--- src/rtl/cordic_scale_arbiter.sv ---
// cordic_scale_arbiter
//
// Shares one pipelined CORDIC gain-compensation scaler (K ~= 0.60724) among
// NREQ rotation engines. Each engine offers an (x, y) pair and gets back
// K*x and K*y, tagged with its own index.
//
// K is applied as a CSD shift-add:
//   K*v ~= ((v>>>1) + (v>>>3)) - ((v>>>6) + (v>>>9)) - ((v>>>12) - (v>>>14))
// Stage 1 registers the three partial sums, and stage 2 registers the final
// difference. Every sum is DATA_W bits, two's complement and wrapping.
//
// Optional build macro: CSD_ROUND_EN
//   undefined : each term v>>>k truncates toward -inf
//   defined   : each term is (v + 2^(k-1))>>>k (round half up, wrapping add)
//
// Ports
//   clk        rising-edge clock
//   rst        asynchronous active-high reset
//   req_valid  [NREQ]        requester i presents data
//   req_ready  [NREQ]        requester i granted this cycle (one-hot or zero)
//   req_x/y    [NREQ*DATA_W] packed operands, requester i at [i*DATA_W +: DATA_W]
//   out_valid  result valid
//   out_ready  consumer accepts result
//   out_x/y    [DATA_W]      K*x, K*y
//   out_id     [ID_W]        originating requester index
//   busy       any pipeline stage holds valid data
module cordic_scale_arbiter #(
    parameter int DATA_W = 17,
    parameter int NREQ   = 4,
    parameter int ID_W   = 2
) (
    input  logic                     clk,
    input  logic                     rst,
    input  logic [NREQ-1:0]          req_valid,
    output logic [NREQ-1:0]          req_ready,
    input  logic [NREQ*DATA_W-1:0]   req_x,
    input  logic [NREQ*DATA_W-1:0]   req_y,
    output logic                     out_valid,
    input  logic                     out_ready,
    output logic [DATA_W-1:0]        out_x,
    output logic [DATA_W-1:0]        out_y,
    output logic [ID_W-1:0]          out_id,
    output logic                     busy
);

    typedef logic signed [DATA_W-1:0] word_t;

    typedef struct packed {
        word_t a;
        word_t b;
        word_t c;
    } part_t;

    // (base + offs) mod NREQ, with offs in 0..NREQ
    function automatic logic [ID_W-1:0] wrap_idx(input logic [ID_W-1:0] base, input int offs);
        int s;
        s = int'(base) + offs;
        if (s >= NREQ) begin
            s = s - NREQ;
        end
        return ID_W'(s);
    endfunction

    function automatic word_t shr(input word_t v, input int k);
`ifdef CSD_ROUND_EN
        word_t bias;
        word_t r;
        bias = word_t'(1) << (k - 1);
        r    = v + bias;
        return r >>> k;
`else
        return v >>> k;
`endif
    endfunction

    function automatic part_t partials(input word_t v);
        part_t p;
        p.a = shr(v, 1)  + shr(v, 3);
        p.b = shr(v, 6)  + shr(v, 9);
        p.c = shr(v, 12) - shr(v, 14);
        return p;
    endfunction

    function automatic word_t combine(input part_t p);
        return p.a - p.b - p.c;
    endfunction

    logic             en;
    logic [ID_W-1:0]  ptr;
    logic             xfer;
    logic [ID_W-1:0]  xfer_id;
    word_t            sel_x;
    word_t            sel_y;

    logic             s1_valid;
    logic [ID_W-1:0]  s1_id;
    part_t            s1_px;
    part_t            s1_py;

    // The whole pipeline moves as one. A held result blocks every stage, and
    // so it also blocks new grants.
    assign en   = !out_valid || out_ready;
    assign busy = s1_valid || out_valid;

    // Round-robin search from ptr. The grant is qualified by req_valid, so a
    // set req_ready bit always means a transfer in this cycle.
    always_comb begin
        req_ready = '0;
        xfer      = 1'b0;
        xfer_id   = '0;
        if (en && !rst) begin
            for (int k = 0; k < NREQ; k++) begin
                if (!xfer && req_valid[wrap_idx(ptr, k)]) begin
                    xfer    = 1'b1;
                    xfer_id = wrap_idx(ptr, k);
                end
            end
            req_ready[xfer_id] = xfer;
        end
    end

    assign sel_x = req_x[int'(xfer_id)*DATA_W +: DATA_W];
    assign sel_y = req_y[int'(xfer_id)*DATA_W +: DATA_W];

    always_ff @(posedge clk or posedge rst) begin
        if (rst) begin
            ptr <= '0;
        end else if (xfer) begin
            ptr <= wrap_idx(xfer_id, 1);
        end
    end

    // Bubbles still pass through both stages, so each data register loads on
    // every enabled edge whether or not its valid bit is set.
    always_ff @(posedge clk or posedge rst) begin
        if (rst) begin
            s1_valid  <= 1'b0;
            s1_id     <= '0;
            s1_px     <= '0;
            s1_py     <= '0;
            out_valid <= 1'b0;
            out_id    <= '0;
            out_x     <= '0;
            out_y     <= '0;
        end else if (en) begin
            s1_valid  <= xfer;
            s1_id     <= xfer_id;
            s1_px     <= partials(sel_x);
            s1_py     <= partials(sel_y);
            out_valid <= s1_valid;
            out_id    <= s1_id;
            out_x     <= combine(s1_px);
            out_y     <= combine(s1_py);
        end
    end

endmodule
--- config.mk ---
export PLATFORM = sky130hd
export DESIGN_NAME = cordic_scale_arbiter
export DESIGN_NICKNAME = d
export VERILOG_FILES = /design/src/rtl/cordic_scale_arbiter.sv
export SDC_FILE = /design/constraint.sdc
export NUM_CORES = 1
export LEC_CHECK = 0
export ABC_AREA = 1
export ABC_CLOCK_PERIOD_IN_PS = 6850
export CORE_MARGIN = 5
export CORE_UTILIZATION = 51
export CTS_BUF_LIST = sky130_fd_sc_hd__clkbuf_2
export DETAILED_ROUTE_END_ITERATION = 10
export DONT_BUFFER_PORTS = 1
export GPL_TIMING_DRIVEN = 0
export PLACE_DENSITY = 0.63
export SYNTH_ARGS = -nofsm -noshare
export SYNTH_HDL_FRONTEND = slang
export SYNTH_SLANG_ARGS = --single-unit
--- constraint.sdc ---
create_clock -name clk -period 6.85 [get_ports clk]
set_input_delay 1.37 -clock clk [delete_from_list [all_inputs] [get_ports clk]]
set_output_delay 1.37 -clock clk [all_outputs]
set_load 0.03 [all_outputs]
==> flow_summary.ini <==
[synth]
yosys_most_used_dff = dfrtp_1
synth_warnings = 0
syn-num-nets = 1912
synthTopCellsByCount = nand2_1 (549), inv_1 (184), nand3_1 (156)
synth_xor_area_frac = 0.0197
synth_mux_area_frac = 0
syn-cell-area_sq_um = 11100
syn_inst = 1659
synth.area.top_cells = dfrtp_1 (25%), nand2_1 (19%), ha_1 (8.3%), nand3_1 (7.0%), fa_1 (6.5%)
yosysSeqAreaShare = 0.248
synth_top_area_frac = 0.248
syn_area_per_cell_sq_um = 6.70
synth-compound-area-share = 0.111
synthSimpleGateAreaFrac = 0.374
synth_seq_cells = 110
async_reset_ff_frac = 1.00
synth-adder-area-share = 0.148
synth_top_family_by_area = simple AND/OR/NAND/NOR gates
synth.distinct_cells = 54
synth_most_common_cell = nand2_1
synth_edf_count = 0
yosysTopAreaCell = dfrtp_1

[global_route]
grt_usage = 0.289
grt_pass1_vias = 10200
grt_pass1_wl_mm = 55.9
overflow = 0
antenna_found_initial = 3
grt_start_max_net_pins = 66

[final_layout]
fill_cells = 2222
final_net_count = 1924
area_delta_synth_final_pct = 4.58
drive_above_1_share = 0.115
final_core_util = 0.538

[worst_hold_path]
min_from = s1_id[0]
hp-class = register to register
whs_path_depth = 2
min_to = out_id[0]

[drt]
vias = 10600
remaining_drc_errors = 0
antenna_left = 0
post_drt_via_cell_ratio = 5.40
drtPass1Iterations = 5
avgRoutedWirePerCell_microns = 18.0
dr.first_iter.drc_count = 683
routed_wl_mm = 35.4

[clock_tree]
cts_hold_buf = 0
cts_buffers = 9
clk_latency_ps = 630
ctsLongestPathBuffers = 2
path_clk_slew_ps = 300
ctsResizeCount = 0
cts_tree = built
cts_root_buffer = clkbuf_2
cts-htree-levels = 3
cts_setup_buffers = 0
clock_sinks = 110

[sta]
period_share = 0.779
worstMarginPinSlew_ps = 953
fin_tns_setup_ps = 0
fin_worst_skew_ps = 40.0
min_period_ps = 5340
drv_slew = 0
hold_viol_final = 0
max_freq_mhz = 187
slew_headroom = 0.365
setup_viol = 0
grt_setup_unrepaired = false

[floorplan]
pin_count = 185
start_util = 0.514
placeableCoreArea_sq_um = 21600
chipHeight_microns = 158
die_area_sq_um = 24900
rows = 54
die_x_microns = 158

[worst_setup_path]
r2r_end = s1_px[47]
required_ps = 5480
reg2regPathDepth = 20
end_kind = output pin
worst_ep_arrival_time_ps = 3970
rr_startpoint = out_valid
startpoint_type = register
r2r_slack_ps = 1860
crit_path_max_fanout = 10
critPathKind = register to output pin

[job]
max-cap-violations = 0

[placed_design]
hpwl_mm = 29.1
portBuffers = 0
place_congestion = 0.939

[run_status]
status = finished clean
[metrics by stage]
step	cell area (sq um)	hold slack, ps	cells	worst slack [ps]
floorplan	11100	431	1659	2580
global placement	11500	457	1939	1250
detailed placement	11500	470	1940	1330
CTS	11600	514	1956	1590
global route	11600	523	1959	1430
finish	11600	521	1959	1510
[registers in the layout, indices dropped and copies added (netlist names)]
register	count
out_id	2
out_valid	1
out_x	17
out_y	17
ptr	2
s1_id	2
s1_px	34
s1_py	34
s1_valid	1
[cell families after synthesis]
kind of cell / count (synthesis)
AOI/OAI and AO/OA: 215
xor gates and xnor gates: 25
adders and majority gates: 110
buffers and inverters: 270
DFF: 110
and+or+nand+nor: 929
[placed cells by master (no fill, tap or decap), types with 10 or more instances in the layout]
cell and count:
o21ai_0 79, clkbuf_1 22, o21ai_1 16, xnor2_1 11
nor2_2 11, dfrtp_1 110, nor2_4 10, a31oi_1 11
a21oi_1 61, fa_1 36, or2_2 13, nand3_2 14
ha_1 74, inv_2 38, nand4_1 12, nand2_1 549
inv_1 183, xor2_1 14, nand2_2 50, nand3_1 156
nor2_1 92
[critical path: stages, from the launching register on]
cell and delay (ps):
dfrtp_1 580, inv_1 170, nor2_1 670, nor2_1 230, nand2_2 310, inv_2 120
nand2_8 120, buf_4 180, clkbuf_1 630, nor2_1 350
[metal layers]
metal  share of wire  track usage  wire length, microns  vias up
li1                -            -                     -     5319
met1            0.46        0.412                 16400     4835
met2            0.44        0.461                 15500      377
met3           0.066       0.0336                  2350       55
met4           0.031       0.0938                  1090        0
met5               0            0                     0        -
[worst max path at each step]
stage	start	end	cells after the start
2_1_floorplan	rst	out_id[0]	1
3_3_place_gp	rst	out_y[14]	1
3_5_place_dp	out_ready	s1_px[47]	18
4_1_cts	out_valid	req_ready[3]	9
5_1_grt	out_valid	req_ready[3]	9
6_report	out_valid	req_ready[3]	9
[cell type report]
type / count / area [sq um] / share of cell area
multi-input cells: 1279 / 7260 / 0.625
flip-flops and latches: 110 / 2750 / 0.237
inverters: 225 / 855 / 0.0735
well taps: 280 / 350 / 0.0301
plain buffers: 45 / 254 / 0.0218
clock inverters: 7 / 73.8 / 0.00635
clock buffers: 9 / 45.0 / 0.00387
repair buffers: 1 / 27.5 / 0.00237
diodes: 3 / 7.51 / 0.000646
Power is left out: the tool's default activity adds up to more than one toggle a clock period on the data nets, which glitch-free logic cannot reach.
